## src/rtl/gan_pkg.sv

```systemverilog
// Shared constants and types for the GAN output path.
// Frame layout: nine clamped pixels followed by the raw discriminator word.
package gan_pkg;

    localparam int WIDTH   = 32;
    localparam int FRAC    = 16;
    localparam int N_PIX   = 9;
    localparam int N_WORDS = 10;
    localparam int IDX_W   = 4;

    localparam logic [WIDTH-1:0] FIX_ONE = WIDTH'(1) << FRAC;

    typedef enum logic {
        IDLE,
        SEND
    } state_e;

endpackage

```

## src/rtl/gan_pix_clamp.sv

```systemverilog
// Combinational clamp of one signed fixed-point word into [0, 1.0].
module gan_pix_clamp #(
    parameter int WIDTH = 32,
    parameter int FRAC  = 16
) (
    input  logic [WIDTH-1:0] x,
    output logic [WIDTH-1:0] y
);

    localparam logic signed [WIDTH-1:0] ONE = WIDTH'(1) << FRAC;

    always_comb begin
        y = x;
        if (x[WIDTH-1]) begin
            y = '0;
        end else if ($signed(x) > ONE) begin
            y = ONE;
        end
    end

endmodule

```

## src/rtl/gan_frame_serializer.sv

```systemverilog
// Captures one 3x3 GAN frame plus discriminator score and streams it out
// as ten words over valid/ready, counting sent frames and refused captures.
module gan_frame_serializer #(
    parameter int WIDTH  = gan_pkg::WIDTH,
    parameter int FRAC   = gan_pkg::FRAC,
    parameter int THRESH = 0,
    parameter int CNT_W  = 16
) (
    input  logic                          clk,
    input  logic                          rst,
    input  logic                          cap_valid,
    output logic                          cap_ready,
    input  logic [gan_pkg::N_PIX*WIDTH-1:0] pix_in,
    input  logic [WIDTH-1:0]              disc_in,
    output logic [WIDTH-1:0]              out_data,
    output logic                          out_valid,
    input  logic                          out_ready,
    output logic                          out_last,
    output logic [3:0]                    out_idx,
    output logic                          real_flag,
    output logic [CNT_W-1:0]              frame_cnt,
    output logic [CNT_W-1:0]              drop_cnt
);

    import gan_pkg::*;

    localparam logic [IDX_W-1:0]        LAST_IDX = IDX_W'(N_WORDS - 1);
    localparam logic signed [WIDTH-1:0] THRESH_W = WIDTH'(THRESH);

    state_e             state_q, state_d;
    logic [WIDTH-1:0]   buf_q [N_WORDS];
    logic [WIDTH-1:0]   buf_d [N_WORDS];
    logic [WIDTH-1:0]   clamped [N_PIX];
    logic [IDX_W-1:0]   idx_q, idx_d, idx_inc;
    logic [WIDTH-1:0]   data_q, data_d;
    logic               real_q, real_d;
    logic [CNT_W-1:0]   frame_q, frame_d;
    logic [CNT_W-1:0]   drop_q, drop_d;

    for (genvar k = 0; k < N_PIX; k++) begin : g_clamp
        gan_pix_clamp #(
            .WIDTH (WIDTH),
            .FRAC  (FRAC)
        ) u_clamp (
            .x (pix_in[k*WIDTH +: WIDTH]),
            .y (clamped[k])
        );
    end

    assign idx_inc = idx_q + IDX_W'(1);

    // out_data is a register, so the next word is preloaded on each handshake.
    always_comb begin
        state_d = state_q;
        buf_d   = buf_q;
        idx_d   = idx_q;
        data_d  = data_q;
        real_d  = real_q;
        frame_d = frame_q;
        drop_d  = drop_q;
        unique case (state_q)
            IDLE: begin
                if (cap_valid) begin
                    for (int unsigned k = 0; k < N_PIX; k++) begin
                        buf_d[k] = clamped[k];
                    end
                    buf_d[N_PIX] = disc_in;
                    real_d  = ($signed(disc_in) >= THRESH_W);
                    data_d  = clamped[0];
                    idx_d   = '0;
                    state_d = SEND;
                end
            end
            SEND: begin
                if (cap_valid && (drop_q != '1)) begin
                    drop_d = drop_q + CNT_W'(1);
                end
                if (out_ready) begin
                    if (idx_q == LAST_IDX) begin
                        state_d = IDLE;
                        idx_d   = '0;
                        data_d  = '0;
                        frame_d = frame_q + CNT_W'(1);
                    end else begin
                        idx_d  = idx_inc;
                        data_d = buf_q[idx_inc];
                    end
                end
            end
            default: state_d = IDLE;
        endcase
    end

    always_ff @(posedge clk) begin
        if (rst) begin
            state_q <= IDLE;
            for (int unsigned k = 0; k < N_WORDS; k++) begin
                buf_q[k] <= '0;
            end
            idx_q   <= '0;
            data_q  <= '0;
            real_q  <= 1'b0;
            frame_q <= '0;
            drop_q  <= '0;
        end else begin
            state_q <= state_d;
            buf_q   <= buf_d;
            idx_q   <= idx_d;
            data_q  <= data_d;
            real_q  <= real_d;
            frame_q <= frame_d;
            drop_q  <= drop_d;
        end
    end

    assign cap_ready = (state_q == IDLE);
    assign out_valid = (state_q == SEND);
    assign out_last  = (state_q == SEND) && (idx_q == LAST_IDX);
    assign out_idx   = idx_q;
    assign out_data  = data_q;
    assign real_flag = real_q;
    assign frame_cnt = frame_q;
    assign drop_cnt  = drop_q;

endmodule

```

## config.mk

```make
export PLATFORM = sky130hd
export DESIGN_NAME = gan_frame_serializer
export DESIGN_NICKNAME = d
export VERILOG_FILES = /design/src/rtl/gan_pkg.sv /design/src/rtl/gan_pix_clamp.sv /design/src/rtl/gan_frame_serializer.sv
export SDC_FILE = /design/constraint.sdc
export NUM_CORES = 1
export LEC_CHECK = 0
export CAP_MARGIN = 20
export CORE_MARGIN = 3
export CORE_UTILIZATION = 45
export CTS_CLUSTER_DIAMETER = 200
export DETAILED_ROUTE_END_ITERATION = 12
export GPL_TIMING_DRIVEN = 0
export PLACE_DENSITY_LB_ADDON = 0.25
export SKIP_CTS_REPAIR_TIMING = 1
export SKIP_LAST_GASP = 1
export SYNTH_ARGS = -nofsm -noshare
export SYNTH_HDL_FRONTEND = slang
export SYNTH_SLANG_ARGS = --single-unit
```

## constraint.sdc

```tcl
create_clock -name clk -period 3.05 [get_ports clk]
set_input_delay 0.61 -clock clk [delete_from_list [all_inputs] [get_ports clk]]
set_output_delay 0.61 -clock clk [all_outputs]
set_load 0.1 [all_outputs]
```

## After elaboration in Yosys (flattened, before gate mapping)

Cells that the tools add are included.

| storage, ports and cells | value |
|---|---|
| register bits | 390 |
| input port bits | 324 |
| output and inout port bits | 72 |
| logic and storage cells | 75 |

| cells by class | value |
|---|---|
| $add $sub $neg | 3 |
| magnitude comparators | 11 |
| equal/unequal tests | 4 |
| muxes and demuxes | 33 |
| bitwise logic cells | 2 |
| reductions and logical operators | 6 |

Operator list:

| cell | number |
|---|---|
| 32-bit two-way mux | 14 |
| 32-bit by 18-bit > comparator with 1-bit output, second input constant | 9 |
| 31-bit two-way mux | 9 |
| 32-bit binary-select mux with 4-bit select | 1 |
| 32-bit one-hot mux with 2 select lines | 1 |
| 16-bit by 1-bit adder with 16-bit output, second input constant | 2 |
| 32-bit by 1-bit greater-or-equal comparator with 1-bit output, second input constant | 1 |
| 16-bit != test, second input constant | 1 |
| 4-bit two-way mux | 3 |
| 4-bit one-hot mux with 2 select lines | 1 |
| 2-bit AND reduction | 3 |
| 5-bit greater-or-equal comparator, second input constant | 1 |
| 4-bit NOT with 5-bit output | 1 |
| 4-bit by 1-bit adder with 4-bit output, second input constant | 1 |
| 4-bit equality test, second input constant | 1 |
| 2-bit != test, second input constant | 2 |
| 1-bit two-way mux | 3 |
| 3-bit AND reduction | 1 |
| 1-bit logical AND | 2 |
| 1-bit one-hot mux with 2 select lines | 1 |
| 1-bit NOT | 1 |

## Longest topological paths before layout

Gate-level depths: netlist (run 1).

| logic depth | value |
|---|---|
| word-level depth | 8 |
| gate-level depth with buffers | 10 |

## Cells and area by module

Synthesis (run 1) repeated with hierarchy kept, for this count alone.

| second synthesis, totals | value |
|---|---|
| cells, all modules | 2379 |
| area, all modules | 19832.8 µm² |

By module, submodules not included:

| module | instances | cells each | area each (µm²) | seq. area each (µm²) |
|---|---|---|---|---|
| gan_frame_serializer | 1 | 1956 | 16657.2 | 7807.5 |
| gan_pix_clamp | 9 | 47 | 352.8 | 0.0 |

## Least setup slack after synthesis (run 1)

No wires, ideal clock.

| timing path | value |
|---|---|
| path kind | reg2out |
| start | register state_q, in the netlist out_valid |
| end | output port out_last |
| arrival | 3.026 ns |
| data required time | 2.440 ns |
| setup slack | -0.586 ns |
| stages on the path, launching flop included | 4 |
| path buffers | 1 |
| cells stage by stage | dfxtp_1 buf_4 inv_1 nor2_1 |

| on the way | value |
|---|---|
| longest elaborated chain between the ends | 1 |

RTL lines:

| element | line | RTL |
|---|---|---|
| from (decl) | gan_frame_serializer.sv:30 | `state_e state_q, state_d;` |
| from (signal assigned) | gan_frame_serializer.sv:106 | `state_q <= state_d;` |
| 1-bit logical AND | gan_frame_serializer.sv:118 | `assign out_last = (state_q == SEND) && (idx_q == LAST_IDX);` |
| to (decl) | gan_frame_serializer.sv:18 | `output logic out_last,` |

Every way passes these cells.

## Worst setup path in the final report (run 1)

| timing path | value |
|---|---|
| start | register idx_q[1], in the netlist out_idx[1] |
| end | output port out_last |

| on the way | value |
|---|---|
| longest elaborated chain between the ends | 2 |

RTL lines:

| element | line | RTL |
|---|---|---|
| from (decl) | gan_frame_serializer.sv:34 | `logic [IDX_W-1:0] idx_q, idx_d, idx_inc;` |
| from (signal assigned) | gan_frame_serializer.sv:108 | `idx_q <= idx_d;` |
| 4-bit equality test | gan_frame_serializer.sv:118 |  |
| 1-bit logical AND | gan_frame_serializer.sv:118 |  |

Every way passes these cells.

==> results of run 1 <==
## final cells by class
type                    instances  area, µm²
flip-flops and latches        381       7630
diodes                          1       2.50
multi-input cells            1026       7390
inverters                      35        131
repair buffers                395       3960
clock inverters                14        118
well taps                     448        561
fillers                      2777      12400
plain buffers                 106        473
clock buffers                  58       1210
## synthesized netlist by cell type, types with 9 or more instances
cell	number	area, µm²
a22o_1	48	420
clkbuf_1	71	267
a22oi_1	107	803
nor2_1	170	638
clkinv_1	18	67.6
nand2_1	93	349
a2bb2oi_1	14	123
nand4_1	29	181
mux2_2	15	169
o21ai_0	25	125
nor3_1	19	95.1
buf_2	24	120
inv_1	17	63.8
nor4_1	65	407
o211ai_1	30	225
xnor2_1	9	78.8
mux2i_1	31	310
dfxtp_1	381	7630
and2_1	129	807
xor2_1	12	105
mux4_2	61	1370
nand3_1	18	90.1
o22ai_1	14	87.6
a21oi_1	58	290
o21ai_1	16	80.1
## flip-flops by register name (all words and copies together) (netlist names)
| signal | count |
|---|---|
| buf_q | 311 |
| out_data | 32 |
| drop_cnt | 16 |
| frame_cnt | 16 |
| out_idx | 4 |
| out_valid | 1 |
| real_flag | 1 |
## worst max-delay path by stage
stage               startpoint    endpoint  slack [ns]
floorplan            out_valid    out_last        0.16
global placement     cap_valid  buf_q[304]       -0.23
detailed placement   cap_valid  buf_q[304]       -0.27
CTS                 out_idx[1]    out_last       -0.36
global route        out_idx[1]    out_last       -0.06
finish              out_idx[1]    out_last        0.03
## power by group
part	internal, mW	switching, mW
logic	0.517	0.576
clock network	2.85	2.02
registers	5.01	0.0236
total	8.38	2.62
## critical path: cells and delay by family, from the launching register on
family                     cells  cell delay (ns)
buffers and inverters          2             0.84
DFF                            1             0.40
adders and majority gates      1             0.16
and+or+nand+nor                2             0.49
## logic make-up (layout without fill, tap and decap cells)
| family | Yosys count | in the layout | synth area share [%] |
|---|---|---|---|
| compound gates | 336 | 336 | 15.8 |
| xor+xnor | 21 | 21 | 1.18 |
| fa+ha+maj | 4 | 4 | 0.320 |
| buf+inv | 142 | 608 | 3.89 |
| flops | 381 | 381 | 48.8 |
| mux | 107 | 107 | 11.9 |
| other cells | 0 | 1 | 0 |
| simple gates | 558 | 558 | 18.1 |
## stage by stage
step,hold WS (ns),utilization [%]
floorplan,0.424,-
global placement,0.436,59.5
detailed placement,0.441,59.5
CTS,0.453,63.4
global route,0.460,63.4
finish,0.452,63.4
## cells in the final DEF, fill, tap and decap left out, drive strengths merged, types with 48 or more instances in the layout
cell and instances:
nor2 172, clkdlybuf4s50 394, nor4 66, and2 129, nand2 95, clkbuf 128, a22o 48, dfxtp 381
mux4 61, a21oi 58, a22oi 107
## layer usage
metal / global-route usage [%] / vias to the layer above / share of wire, %
met2: 47.9 / 709 / 46
li1: - / 6559 / -
met5: 0 / - / 0.063
met3: 6.70 / 128 / 9.6
met1: 36.8 / 6830 / 40
met4: 11.6 / 6 / 4.2
==> results.md, run 1 <==
* Status: finished clean
* Total grt overflow at 0
* Clk slew on worst S/H paths at 0.06 ns
* Hold Startpoint: buf_q[241]
* Final HPWL DP at 42.9 mm
* Syn Inst Count at 1,549
* Placed cell count at 2,392
* Max incr delay on CP at 0.75 ns
* Chip width at 192 µm
* Slowest CP cell: dlymetal6s2s_1
* Ports at 396
* Nature of the critical path endpoint: primary output
* Internal reg-to-reg setup slack at 0.18 ns
* R2r startpoint: out_idx[1]
* Vias in the first global route at 14,000
* Rel. slew slack at 24.9%
* Syn_area_per_cell at 10.1 µm²
* Synthesized area at 0.0156 mm²
* Power, Total at 11.0 mW
* Area post-placement at 0.0201 mm²
* Worst path cell trace: inv_1, ha_1, nand3b_1, nor2_4, dlymetal6s2s_1
* Largest net degree at the start of global routing at 15
* Leakage at 7.50 nW
* Final Max Tran Viols at 0
* Seq cells post-synth at 381
* Routed via count at 14,200
* Final min period at 3.02 ns
* Core area at 0.0339 mm²
* Clock buffer count from CTS at 40
* Place WS at -0.269 ns
* DRC at 0
* Worst Reg-to-Reg Cells at 8
* Fin cells at 2,464
* First-pass iteration count of the detailed router at 6
* Area grow syn2layout at 37.5%
* Tcrit/Tclk final at 98.9%
* Starting Density at 46.1%
* Synth Flop Type: dfxtp_1
* Final instance area at 0.0215 mm²
* CTS Buffer Depth at 3
* Ys async rst share at 0%
* End of the worst register-to-register path: out_data[29]
* Clock Skews at 0.0195 ns
* Total Wirelength at 55.2 mm
* Hold path endpoint: buf_q[241]
* Clk_lat worst skew at 0.54 ns
* CP required at 2.44 ns
* RSZ-0062 raised after global routing: yes
* Hold depth at 1
* Post-synth cell types at 56
* WP data arrival at 2.41 ns
* Total die area at 0.0370 mm²
* First DRT Iteration DRCs at 1,200
* First-pass GRT wire length at 81.7 mm
* Synth warn at 0
* Routed Antenna Nets at 0
* Final WS setup at 0.0340 ns
* Post-synth EDFFs at 0
* Via-to-Cell Ratio at 5.78
* Row Count at 67
* CTS tree: done
* Die Ht at 192 µm
* Max-capacitance violation count at 0
* Max Clock Freq at 0.332 GHz
* Final Hold Viols at 0
* Antenna violations before repair at 4
* Final setup TNS at 0 ns
* Setup violations, final at 0
* Pwr dens at 513 mW/mm²
* Worst min path class: reg -> reg
* Placer Congestion at 0.967
* Crit start category: flip-flop
* Sink Count at 381
* IO buf count at 395
* Layout Nets at 2,313
* Tot GR Track Use at 29.0%
* WL per Instance at 22.4 µm
* Crit path kind: reg -> out
* Mapped Nets at 1,877
* Share of layout cells above drive strength 1 at 9.48%
* Measured slew at the worst slew-check pin at 1.12 ns
* VDD IR-drop max at 0.398 mV
* CP Max Fanout at 8
* H-tree Lvls at 2
* Post-synthesis sequential area ratio at 48.8%
* Root buffer cell: clkbuf_16
Power figures use the tool's default switching activity.
==> run 2: changes to the inputs <==
- MAX_ROUTING_LAYER: not set -> met4
- PLACE_DENSITY: not set -> 0.85
- PLACE_DENSITY_LB_ADDON: 0.25 -> not set
==> run 2 against run 1 <==
Clock skew down 0.0010 ns. Sequential cell count unchanged. Routed wire length grew 4.1%. Final area barely moved. Via count up 1.3%. Clock power hardly changed. Non-clock buffer count unchanged. Sequential power about the same.
==> results.md, run 2 (synthesis results as in run 1) <==
* WP data arrival at 2.44 ns (+0.03 ns)
* Final WS setup at 0.00138 ns (-0.0326 ns)
* Die Ht at 192 µm (unchanged)
* Total grt overflow at 0 (unchanged)
* Area of the multi-input gates at 0.00739 mm² (unchanged)
* Final Max Tran Viols at 0 (unchanged)
* Worst Path Buf+Inv at 2 (unchanged)
* Worst path cell trace: inv_1, ha_1, nand3b_1, nor2_4, dlymetal6s2s_1
* Final Hold Viols at 0 (unchanged)
* Final HPWL DP at 44.5 mm (+3.8%)
* CTS tree: done
* IO buf count at 395 (unchanged)
* Placer Congestion at 0.958 (-0.95%)
* Clock buffer count from CTS at 40 (unchanged)
* Antenna violations before repair at 8 (+4)
* H-tree Lvls at 2 (unchanged)
* Pwr dens at 514 mW/mm² (+0.27%)
* Max Clock Freq at 0.328 GHz (-1.1%)
* Tot GR Track Use at 31.2% (+2.2 points)
* First-pass iteration count of the detailed router at 6 (unchanged)
* Top delay family on crit path: buffers and inverters
* Clk slew on worst S/H paths at 0.06 ns (about the same)
* Fin util at 63.4% (about the same)
* Total die area at 0.0370 mm² (unchanged)
* FILL cells at 2,662 (-4.1%)
* Max reg flops at 311 (unchanged)
* Max incr delay on CP at 0.77 ns (+0.02 ns)
* Sink Count at 381 (unchanged)
* Area grow syn2layout at 37.5% (about the same)
* Starting Density at 46.1% (unchanged)
* Worst min path class: reg -> reg
* Root buffer cell: clkbuf_16
* Place WS at -0.309 ns (-0.0404 ns)
* Register area at 0.00763 mm² (unchanged)
* Most frequent cells in the layout: 394 x clkdlybuf4s50_1, 381 x dfxtp_1, 169 x nor2_1
* Hold Slack at 0.456 ns (+0.00359 ns)
* Most common cell after layout, fill and taps aside: clkdlybuf4s50_1
* Final min period at 3.05 ns (+0.0326 ns)
* Largest register by flop count: buf_q
* Setup violations, final at 0 (unchanged)
* Nature of the critical path endpoint: primary output
* Largest net degree at the start of global routing at 14 (-1)
* Clock Skews at 0.0184 ns (-0.00103 ns)
* CP Max Fanout at 8 (unchanged)
* Power, Total at 11.0 mW (+0.26%)
* DRC at 0 (unchanged)
* CP required at 2.44 ns (about the same)
* Layout Nets at 2,313 (unchanged)
* Clk_lat worst skew at 0.54 ns (about the same)
* Vias in the first global route at 14,500 (+3.5%)
* Crit path kind: reg -> out
* Routed Antenna Nets at 0 (unchanged)
* RSZ-0062 raised after global routing: yes
* Chip width at 192 µm (unchanged)
* First-pass GRT wire length at 85.4 mm (+4.6%)
* Max-capacitance violation count at 0 (unchanged)
* Total Wirelength at 57.5 mm (+4.1%)
* Row Count at 67 (unchanged)
* Crit start category: flip-flop
* Core area at 0.0339 mm² (unchanged)
* Routed via count at 14,400 (+1.3%)
* Measured slew at the worst slew-check pin at 1.12 ns (+0.000182 ns)
* Share of layout cells above drive strength 1 at 9.30% (-0.18 points)
* WL per Instance at 23.3 µm (+4.0%)
* Rel. slew slack at 24.9% (about the same)
* Slowest CP cell: dlymetal6s2s_1
* Leakage at 7.50 nW (about the same)
* VDD IR-drop max at 0.426 mV (+7.0%)
* Status: finished clean
* Via-to-Cell Ratio at 5.84 (+1.2%)
* Final setup TNS at 0 ns (unchanged)
* Ports at 396 (unchanged)
* CTS Buffer Depth at 3 (unchanged)
* First DRT Iteration DRCs at 1,360 (+13%)
* Tcrit/Tclk final at 100% (+1.1 points)
run 2: report_power, final:
group	switching, mW	leakage (nW)	internal, mW
combinational	0.569	3.77	0.517
sequential	0.0252	3.07	5.01
clock	2.02	0.650	2.89
run 2: routing by layer:
layer / global-route usage, % / wire length, µm / up-vias
met2: 49.9 / 26900 / 808
met3: 6.81 / 6150 / 124
met4: 11.3 / 2010 / 0
met1: 39.1 / 22500 / 6928
met5: - / 0 / -
li1: - / - / 6555
run 2: worst paths after layout:
kind / from / end / slack (ns) / depth (start not counted)
worst max-delay path: out_idx[1] / out_last / 0.001 / 5
worst min-delay path: buf_q[86] / buf_q[86] / 0.46 / 1
worst max register to register: out_idx[1] / out_data[29] / 0.16 / 8
worst min register to register: buf_q[86] / buf_q[86] / 0.46 / 1
run 2: final cells by class:
class,count,share of cell area [%]
clock inverter,13,0.758
inverter,35,0.612
tap,448,2.61
antenna,8,0.0932
sequential,381,35.5
clock buffer,55,5.34
timing repair buffer,395,18.4
buffer,106,2.20
multi-input combinational,1026,34.4
run 2: worst reg2reg max path: stages (launching register included):
cell       delay [ns]
dfxtp_1          0.50
inv_1            0.08
ha_1             0.57
buf_2            0.38
buf_2            0.37
mux4_2           0.36
mux2i_1          0.24
a2bb2oi_1        0.19
o21ai_1          0.09
run 2: through the flow:
step | cell area, µm² | std cells
after floorplan | 15600 | 1549
after global placement | 20100 | 2392
after detailed placement | 20100 | 2392
after CTS | 21500 | 2460
after global routing | 21500 | 2467
final | 21500 | 2467
